`config.mk`:
```
export PLATFORM = sky130hd
export DESIGN_NAME = result_tx_serializer_flat
export DESIGN_NICKNAME = d
export VERILOG_FILES = /design/src/rtl/result_tx_pkg.sv /design/src/rtl/result_tx_serializer_if.sv /design/src/rtl/result_tx_serializer.sv /design/src/flat_wrapper.sv
export SDC_FILE = /design/constraint.sdc
export NUM_CORES = 1
export LEC_CHECK = 0
export CORE_AREA = 2 2 72 74
export CTS_BUF_LIST = sky130_fd_sc_hd__clkbuf_2
export DETAILED_ROUTE_END_ITERATION = 12
export DIE_AREA = 0 0 74 76
export DONT_BUFFER_PORTS = 1
export GPL_ROUTABILITY_DRIVEN = 0
export PLACE_DENSITY = 0.69
export SYNTH_ARGS = -nofsm -noshare
export SYNTH_HDL_FRONTEND = slang
export SYNTH_SLANG_ARGS = --single-unit
export TNS_END_PERCENT = 30
```
`constraint.sdc`:
```
create_clock -name clk -period 4.5 [get_ports clk]
set_clock_uncertainty 0.05 [all_clocks]
set_input_delay 1.35 -clock clk [delete_from_list [all_inputs] [get_ports clk]]
set_output_delay 1.35 -clock clk [all_outputs]
set_load 0.005 [all_outputs]
```
`src/rtl/result_tx_pkg.sv`:
```
// ============================================================================
// Module   : result_tx_pkg
// Purpose  : Shared types and constants for the result transmit serializer.
// Revision : 1.0 - initial release
// ============================================================================
`default_nettype none

package result_tx_pkg;

  localparam int BYTE_W     = 8;
  localparam int MAX_DATA_W = 64;

  typedef enum logic [2:0] {
    IDLE      = 3'd0,
    ISSUE     = 3'd1,
    WAIT_ACK  = 3'd2,
    WAIT_DONE = 3'd3,
    DONE      = 3'd4
  } tx_state_t;

  // A request of 0 or anything beyond the word size means "send the whole word".
  function automatic logic [3:0] clamp_len(input logic [3:0] req, input logic [3:0] max_bytes);
    return ((req == 4'd0) || (req > max_bytes)) ? max_bytes : req;
  endfunction

endpackage

`default_nettype wire

```
`src/rtl/result_tx_serializer_if.sv`:
```
// ============================================================================
// Module   : result_tx_serializer_if
// Purpose  : Control-unit request/ack and UART byte handshake bundle.
// Revision : 1.0 - initial release
// ============================================================================
`default_nettype none

interface result_tx_serializer_if #(
  parameter int DATA_W = 32
);
  import result_tx_pkg::*;

  logic              tx_start;
  logic [DATA_W-1:0] result_data;
  logic [3:0]        num_bytes;
  logic              tx_sent;
  logic              busy;
  logic [BYTE_W-1:0] uart_tx_data;
  logic              uart_tx_start;
  logic              uart_tx_busy;

  modport slave (
    input  tx_start, result_data, num_bytes, uart_tx_busy,
    output tx_sent, busy, uart_tx_data, uart_tx_start
  );

  modport master (
    output tx_start, result_data, num_bytes, uart_tx_busy,
    input  tx_sent, busy, uart_tx_data, uart_tx_start
  );

endinterface

`default_nettype wire

```
`src/rtl/result_tx_serializer.sv`:
```
// ============================================================================
// Module   : result_tx_serializer
// Purpose  : Splits a latched result word into bytes (LSB first) for the UART
//            and acknowledges the control unit once the last byte has left.
//            Optional trailing XOR checksum byte: define RESULT_TX_CHECKSUM_EN.
// Revision : 1.0 - initial release
// ============================================================================
`default_nettype none

module result_tx_serializer
  import result_tx_pkg::*;
#(
  parameter int DATA_W = 32
) (
  input  wire logic              clk,
  input  wire logic              reset,
  result_tx_serializer_if.slave  bus
);

  localparam logic [3:0] c_NUM_BYTES = 4'(DATA_W / BYTE_W);

  tx_state_t         r_state;
  tx_state_t         w_next_state;
  logic [DATA_W-1:0] r_shreg;
  logic [3:0]        r_len;
  logic [3:0]        r_idx;
  logic [BYTE_W-1:0] r_tx_data;
  logic              r_tx_start;

  logic              w_accept;
  logic              w_issue;
  logic              w_byte_done;
  logic [3:0]        w_total;
  logic [BYTE_W-1:0] w_issue_byte;

`ifdef RESULT_TX_CHECKSUM_EN
  logic [BYTE_W-1:0] r_csum;
  logic              w_is_csum;

  // The checksum rides as one extra frame slot at index len.
  assign w_is_csum    = (r_idx == r_len);
  assign w_total      = r_len + 4'd1;
  assign w_issue_byte = w_is_csum ? r_csum : r_shreg[BYTE_W-1:0];

  always_ff @(posedge clk) begin
    if (reset) begin
      r_csum <= '0;
    end else if (w_accept) begin
      r_csum <= '0;
    end else if (w_issue && !w_is_csum) begin
      r_csum <= r_csum ^ r_shreg[BYTE_W-1:0];
    end
  end
`else
  assign w_total      = r_len;
  assign w_issue_byte = r_shreg[BYTE_W-1:0];
`endif

  always_ff @(posedge clk) begin
    if (reset) begin
      r_state <= IDLE;
    end else begin
      r_state <= w_next_state;
    end
  end

  always_comb begin
    w_next_state = r_state;
    w_accept     = 1'b0;
    w_issue      = 1'b0;
    w_byte_done  = 1'b0;
    case (r_state)
      IDLE: begin
        if (bus.tx_start) begin
          w_accept     = 1'b1;
          w_next_state = ISSUE;
        end
      end
      ISSUE: begin
        if (!bus.uart_tx_busy) begin
          w_issue      = 1'b1;
          w_next_state = WAIT_ACK;
        end
      end
      // UART busy only rises the cycle after the strobe, so it is not meaningful here.
      WAIT_ACK: begin
        w_next_state = WAIT_DONE;
      end
      WAIT_DONE: begin
        if (!bus.uart_tx_busy) begin
          w_byte_done  = 1'b1;
          w_next_state = ((r_idx + 4'd1) == w_total) ? DONE : ISSUE;
        end
      end
      DONE: begin
        w_next_state = IDLE;
      end
      default: begin
        w_next_state = IDLE;
      end
    endcase
  end

  always_ff @(posedge clk) begin
    if (reset) begin
      r_shreg    <= '0;
      r_len      <= 4'd0;
      r_idx      <= 4'd0;
      r_tx_data  <= '0;
      r_tx_start <= 1'b0;
    end else begin
      r_tx_start <= w_issue;
      if (w_accept) begin
        r_shreg <= bus.result_data;
        r_len   <= clamp_len(bus.num_bytes, c_NUM_BYTES);
        r_idx   <= 4'd0;
      end
      if (w_issue) begin
        r_tx_data <= w_issue_byte;
      end
      if (w_byte_done) begin
        r_shreg <= r_shreg >> BYTE_W;
        r_idx   <= r_idx + 4'd1;
      end
    end
  end

  assign bus.tx_sent       = (r_state == DONE);
  assign bus.busy          = (r_state != IDLE);
  assign bus.uart_tx_data  = r_tx_data;
  assign bus.uart_tx_start = r_tx_start;

endmodule

`default_nettype wire
```
`src/flat_wrapper.sv`:
```
// flat-port wrapper written by rule: the top's interface ports become plain ports
module result_tx_serializer_flat import result_tx_pkg::*;
#(
  parameter int DATA_W = 32
)
  (clk, reset, bus_tx_start, bus_result_data, bus_num_bytes, bus_uart_tx_busy, bus_tx_sent, bus_busy, bus_uart_tx_data, bus_uart_tx_start);
  result_tx_serializer_if #(.DATA_W(DATA_W)) bus_i ();
  input  wire logic clk;
  input  wire logic reset;
  input wire logic [$bits(bus_i.tx_start)-1:0] bus_tx_start;
  input wire logic [$bits(bus_i.result_data)-1:0] bus_result_data;
  input wire logic [$bits(bus_i.num_bytes)-1:0] bus_num_bytes;
  input wire logic [$bits(bus_i.uart_tx_busy)-1:0] bus_uart_tx_busy;
  output wire logic [$bits(bus_i.tx_sent)-1:0] bus_tx_sent;
  output wire logic [$bits(bus_i.busy)-1:0] bus_busy;
  output wire logic [$bits(bus_i.uart_tx_data)-1:0] bus_uart_tx_data;
  output wire logic [$bits(bus_i.uart_tx_start)-1:0] bus_uart_tx_start;
  assign bus_i.tx_start = bus_tx_start;
  assign bus_i.result_data = bus_result_data;
  assign bus_i.num_bytes = bus_num_bytes;
  assign bus_i.uart_tx_busy = bus_uart_tx_busy;
  assign bus_tx_sent = bus_i.tx_sent;
  assign bus_busy = bus_i.busy;
  assign bus_uart_tx_data = bus_i.uart_tx_data;
  assign bus_uart_tx_start = bus_i.uart_tx_start;
  result_tx_serializer #(.DATA_W(DATA_W)) u_core (.clk(clk), .reset(reset), .bus(bus_i));
endmodule
```
-- Word-level counts from Yosys, hierarchy flattened
Index checks and enable logic that the tools add are counted.
- bits in registers: 52
- latch bits: 0
- memory bits (writable): 0
- memory bits (read-only): 0
- input port bits: 40
- output and inout port bits: 11
- word-level logic and storage cells: 39
- memories: 0
- add/sub/neg operators: 1
- $mul: 0
- div/mod/pow operators: 0
- $lt $le $gt $ge: 1
- equality and inequality tests: 8
- shift-type cells: 0
- mux-type cells: 15
- bitwise operators: 0
- reductions and logical operators: 7
- operators with widths (cell ; number):
    $mux 24 ; 2
    $mux 3 ; 4
    $mux 4 ; 3
    $pmux 3 s4 ; 1
    $eq 3x2->1 const B ; 2
    $ne 2x2->1 const B ; 3
    $mux 1 ; 5
    $add 4x1->4 const B ; 1
    $eq 4x4->1 ; 1
    $gt 4x3->1 const B ; 1
    $logic_not 4->1 ; 1
    $eq 3x1->1 const B ; 1
    $eq 3x3->1 const B ; 1
    $logic_not 3->1 ; 1
    $reduce_and 3->1 ; 1
    $reduce_bool 3->1 ; 1
    $reduce_bool 2->1 ; 1
    $reduce_or 2->1 ; 1
    $logic_or 1x1->1 ; 1

-- Longest topological paths before layout
Gate-level depths: netlist of the first run.
- depth in word-level cells: 5
- depth in mapped cells: 6
- mapped depth without buffers: 4

-- Least setup slack after synthesis of the first run
OpenSTA, ideal clock, no wires.
- path kind: input-to-reg
- from: input bus_tx_start
- to: register u_core.r_shreg[16]
- setup time: 0.157 ns
- arrival: 2.218 ns
- required time: 4.293 ns
- path slack: 2.075 ns
- cell stages on the path: 5
- path buffers: 2
- cells stage by stage: or4b_1 > buf_2 > buf_6 > nand2_1 > a311oi_2
- longest elaborated chain between the ends: 3
- ends and longest elaborated chain (item ; RTL line ; RTL):
    start: declaration ; flat_wrapper.sv:10 ; input wire logic [$bits(bus_i.tx_start)-1:0] bus_tx_start;
    $mux 1 ; result_tx_serializer.sv:74 ; if (bus.tx_start) begin
    $mux 1 ; result_tx_serializer.sv:72 ; case (r_state)
    $reduce_bool 2->1 (no line) ; -- ;
    end signal: assignment ; result_tx_serializer.sv:114 ; r_shreg <= bus.result_data;
    end signal: assignment ; result_tx_serializer.sv:122 ; r_shreg <= r_shreg >> BYTE_W;
    end: declaration ; result_tx_serializer.sv:24 ; logic [DATA_W-1:0] r_shreg;
Every way passes these cells.
A chain may end at the register's enable or synchronous reset.

-- Final worst setup path of the first run
- from: register u_core.r_state[0]
- to: output bus_busy
- longest elaborated chain between the ends: 1
- ends and longest elaborated chain (item ; RTL line ; RTL):
    start: declaration ; result_tx_serializer.sv:22 ; tx_state_t r_state;
    start signal: assignment ; result_tx_serializer.sv:63 ; r_state <= w_next_state;
    $reduce_bool 3->1 ; result_tx_serializer.sv:129 ; assign bus.busy = (r_state != IDLE);
    end: declaration ; flat_wrapper.sv:15 ; output wire logic [$bits(bus_i.busy)-1:0] bus_busy;
Every way passes these cells.

==> out/metrics.cfg, run 1 <==
[status]
status=finished clean

[clocking]
cts_resized=0
root_buffer=clkbuf_2
cts_tree=yes
cts_max_level=2
numCtsBuffers=5
hold_buffers=0
clockBufferDepth=2
clock_latency_ns=0.42
clkSlewWorstSetupHoldPaths_ns=0.24
cts_setup_buffers=0
cts_num_sinks=52

[routing]
detail_route.first_pass.iterations=6
drt_iter0_drc=91
finalWirelength_um=4540
via_count=1751
drtAntennaViolNets=0
drcViolationCount=0
viasPerCell=5.35
wl_per_cell_um=13.9

[sta]
period_share_pct=60.3
drv_slew=0
fin_setup_tns_ns=0
tightest_slew_ns=0.824
max_freq_mhz=368
hold_viol=0
slew_headroom_pct=45.0
period_minus_slack_ns=2.71
rsz0062_at_grt=no
setup_viol=0

[critical_path]
path_buf_inv=0
cp-start-kind=register
critPathMaxFanout=10
reg2reg_slack_ns=2.34
critPathRequiredTime_ns=3.10
slowest_stage=dfxtp_1
path_class=reg -> out
cp_top_family=flip-flops
cp_cell_sequence=or3_1
endpoint_kind=primary output
worst_ep_arrival_time_ns=1.31
cp_slowest_stage_delay_ns=0.47

[synth]
syn_inst=269
syn_avg_cell_area_um2=8.70
synth_warnings=0
synth-edff-count=0
netlist_area_mm2=0.00234
ys_ff_latch=52
synth_cell_types=33
ys_async_sr_fraction_pct=0
synth_fp_nets=310
yosys_most_used_dff=dfxtp_1
ys_seq_area_share_pct=44.5

[pwr]
powerDensity_mw_per_mm2=329
seqPwrFrac_pct=65.4
design_power_total_uw=778
intPower_uw=568
vdd_drop_max_mv=0.206
netSwitchingFraction_pct=27.0
combPwrFrac_pct=12.1
power_leakage_nw=0.842
p_clk_share_pct=22.4
p_sw_uw=210

[cells_and_area]
num_antenna_cells=0
drive_above_1_share_pct=12.8
syn2layout_area_growth_pct=0.855
nNetsFinal=298
final_cell_mix=nand2_1, dfxtp_1, nor2_1
final_common_cell=nand2_1

[global_routing]
grt_start_max_net_pins=46
grt_pass1_wl_um=7530
antenna_found_initial=0
grtUsageTotal_pct=16.7
grt_overflow=0
grt_pass1_vias=1631

[floorplanning]
io_pins=51
core_mm2=0.00491
initial_core_util_pct=47.7
rows=26
die_h_um=76
die_area_mm2=0.00562
die_w_um=74

[place]
dp_hpwl_um=3000
numPortBuffers=0

[min_path]
hold_path_class=reg -> reg

[job]
timing.max_cap.violations=0

[per-layer routing]
layer / vias up / GRT usage (%) / part of all wire [%]
met5: - / 0 / 0
li1: 900 / - / -
met4: 0 / 4.91 / 0.82
met3: 4 / 4.10 / 4.8
met1: 806 / 23.8 / 51
met2: 41 / 24.7 / 44
[cell families (layout without fill, tap and decap cells)]
logic type,after synthesis,in the layout,share of synthesized area (%)
multiplexers,1,1,0.428
AND/OR/NAND/NOR,134,134,25.4
XOR/XNOR,6,6,2.83
adder cells (fa/ha/maj),1,1,0.534
AO/OA/AOI/OAI,51,51,20.3
buffers and inverters,24,12,6.04
flip-flops,52,52,44.5
[synthesized netlist by cell type, types with 2 or more instances]
master    instances  share of area (%)
a21oi_1          21                4.5
a311oi_1          9                3.4
a311oi_2         17                 11
buf_2             8                1.7
buf_6             5                2.4
clkbuf_1          8                1.3
dfxtp_1          52                 44
nand2_1          85                 14
nand2b_1          4                1.1
nand3_1           6                1.3
nor2_1           27                4.3
nor3_1            2               0.43
nor3b_1           2               0.64
xnor2_1           3                1.1
xor2_1            2               0.75
[power groups by stage]
| stage | clock network (mW) | logic, mW | registers (mW) |
|---|---|---|---|
| 4_1_cts | 0.181 | 0.0958 | 0.509 |
| 3_3_place_gp | 0 | 0.0941 | 0.517 |
| 5_1_grt | 0.197 | 0.106 | 0.513 |
| 3_5_place_dp | 0 | 0.0955 | 0.518 |
| 2_1_floorplan | 0 | 0.102 | 0.509 |
| 6_report | 0.174 | 0.0943 | 0.509 |
[final timing paths]
path                           from                          to  cells past startpoint
setup / recovery  u_core.r_state[0]                    bus_busy                      1
hold / removal    u_core.r_shreg[3]  u_core.bus.uart_tx_data[3]                      2
setup reg to reg  u_core.r_state[0]          u_core.r_shreg[14]                      4
hold reg to reg   u_core.r_shreg[3]  u_core.bus.uart_tx_data[3]                      2
[state kept, by name, summed over array words and instances (netlist names)]
register,cells
u_core.r_idx,4
u_core.bus.uart_tx_start,1
u_core.bus.uart_tx_data,8
u_core.r_state,3
u_core.r_len,4
u_core.r_shreg,32
[area by class of cell]
cell class                      count  area, um2
Clock buffer                        6       30.0
Clock inverter                      1       5.00
Fill cell                         504       2550
Inverter                            1       3.75
Multi-Input combinational cell    193       1160
Sequential cell                    52       1040
Tap cell                           70       87.6
Timing Repair Buffer                4       30.0
[per-stage QoR]
step | std cells | hold WS (ns) | cell area (um2) | utilization [%] | worst slack [ns]
6_report | 327 | 0.417 | 2360 | 48.1 | 1.79
5_1_grt | 327 | 0.442 | 2360 | 48.1 | 1.70
4_1_cts | 327 | 0.415 | 2360 | 48.1 | 1.76
3_5_place_dp | 320 | 0.388 | 2330 | 47.4 | 1.49
3_3_place_gp | 320 | 0.383 | 2330 | 47.4 | 1.55
2_1_floorplan | 269 | 0.382 | 2340 | - | 2.07
(Power assumes the default switching activity.)
==> run 2, diff against run 1 <==
--- a/config.mk
+++ b/config.mk
@@ -11,7 +11,7 @@
 export DIE_AREA = 0 0 74 76
 export DONT_BUFFER_PORTS = 1
 export GPL_ROUTABILITY_DRIVEN = 0
-export PLACE_DENSITY = 0.69
+export PLACE_DENSITY = 0.72
 export SYNTH_ARGS = -nofsm -noshare
 export SYNTH_HDL_FRONTEND = slang
 export SYNTH_SLANG_ARGS = --single-unit
==> constraint.sdc (replaced) <==
create_clock -name clk -period 2.42 [get_ports clk]
set_clock_uncertainty 0.05 [all_clocks]
set_input_delay 0.726 -clock clk [delete_from_list [all_inputs] [get_ports clk]]
set_output_delay 0.726 -clock clk [all_outputs]
set_load 0.005 [all_outputs]
==> out/metrics.cfg, run 2 (synthesis results as in run 1) <==
[status]
status=finished clean

[job]
timing.max_cap.violations=0

[critical_path]
endpoint_kind=primary output
cp_slowest_stage_delay_ns=0.47
critPathRequiredTime_ns=1.64
worst_ep_arrival_time_ns=1.29
cp-start-kind=register
path_class=reg -> out
cp_top_family=flip-flops
critPathMaxFanout=10
path_buf_inv=0
slowest_stage=dfxtp_1
cp_cell_sequence=or3_1

[place]
numPortBuffers=0
placed_area_mm2=0.00233
dp_hpwl_um=2940

[floorplanning]
die_w_um=74
initial_core_util_pct=47.7
core_mm2=0.00491
die_h_um=76
die_area_mm2=0.00562
io_pins=51
rows=26

[cells_and_area]
final_cell_mix=nand2_1, dfxtp_1, nor2_1
post-route-cell-area_mm2=0.00237
final_common_cell=nand2_1
drive_above_1_share_pct=12.5
nFillCells=472
regMostFlops=u_core.r_shreg
syn2layout_area_growth_pct=1.23
num_antenna_cells=0
largest_reg_flops=32
nNetsFinal=297

[routing]
drcViolationCount=0
finalWirelength_um=4500
viasPerCell=5.32
wl_per_cell_um=13.8
detail_route.first_pass.iterations=4
via_count=1739
drtAntennaViolNets=0
drt_iter0_drc=127

[pwr]
powerDensity_mw_per_mm2=612
vdd_drop_max_mv=0.372
power_leakage_nw=0.846

[sta]
fin_setup_tns_ns=0
period_minus_slack_ns=2.07
rsz0062_at_grt=no
setup_viol=0
drv_slew=0
slew_headroom_pct=56.8
tightest_slew_ns=0.647
hold_viol=0
period_share_pct=85.4
max_freq_mhz=484

[clocking]
cts_max_level=2
cts_setup_buffers=0
hold_buffers=0
numCtsBuffers=5
cts_tree=yes
cts_num_sinks=52
cts_resized=0
root_buffer=clkbuf_2
clkSlewWorstSetupHoldPaths_ns=0.24
clockBufferDepth=2
clock_latency_ns=0.40

[global_routing]
grt_pass1_wl_um=7550
grt_pass1_vias=1601
grt_start_max_net_pins=54
grt_overflow=0
antenna_found_initial=0
grtUsageTotal_pct=16.8

[min_path]
hold_path_class=in -> reg

run 2: final timing paths:
kind                      from                    endpoint  slack (ns)  depth (start not counted)
max          u_core.r_state[0]                    bus_busy        0.35                          1
min                      reset          u_core.r_shreg[16]        0.31                          1
max reg2reg  u_core.r_state[0]           u_core.r_shreg[0]        0.75                          4
min reg2reg  u_core.r_shreg[3]  u_core.bus.uart_tx_data[3]        0.42                          2
run 2: layout make-up:
| cell class | count | area [um2] | share of cell area [%] |
|---|---|---|---|
| tap | 70 | 87.6 | 3.70 |
| sequential | 52 | 1040 | 43.9 |
| clock buffer | 7 | 35.0 | 1.48 |
| inverter | 1 | 3.75 | 0.158 |
| clock inverter | 1 | 3.75 | 0.158 |
| timing repair buffer | 3 | 35.0 | 1.48 |
| multi-input combinational | 193 | 1160 | 49.1 |
run 2: through the flow:
| step | setup slack (ns) | util (%) | instances | total power, mW | hold slack, ns |
|---|---|---|---|---|---|
| CTS | 0.329 | 48.2 | 327 | 1.46 | 0.266 |
| global route | 0.221 | 48.2 | 327 | 1.54 | 0.234 |
| floorplan | 0.619 | - | 269 | 1.14 | 0.382 |
| detailed placement | 0.594 | 47.5 | 319 | 1.14 | 0.388 |
| global placement | 0.590 | 47.5 | 319 | 1.13 | 0.386 |
| finish | 0.352 | 48.2 | 327 | 1.45 | 0.312 |
run 2: worst reg2reg max path: stages (launching register included):
cell and delay, ns:
dfxtp_1 0.47, nor4b_4 0.30, buf_4 0.38, nand2_1 0.11, a311oi_1 0.28
run 2: per-layer routing:
metal	track usage, %	share of wire, %
met5	0	0
met4	5.64	1.2
met3	4.89	7.4
met2	23.3	44
met1	24.8	47
run 2: report_power, final:
part           total (mW)  internal, mW  leakage, nW  switching (mW)
clock network       0.329        0.0775       0.0306           0.252
registers           0.945         0.910        0.425          0.0345
logic               0.175        0.0768        0.391          0.0984
==> run 3, diff against run 2 <==
--- a/config.mk
+++ b/config.mk
@@ -12,6 +12,7 @@
 export DONT_BUFFER_PORTS = 1
 export GPL_ROUTABILITY_DRIVEN = 0
 export PLACE_DENSITY = 0.72
+export SLEW_MARGIN = 10
 export SYNTH_ARGS = -nofsm -noshare
 export SYNTH_HDL_FRONTEND = slang
 export SYNTH_SLANG_ARGS = --single-unit
==> results of run 3 <==
Same layout as run 2: the final DEF is identical, and so are final timing and power.
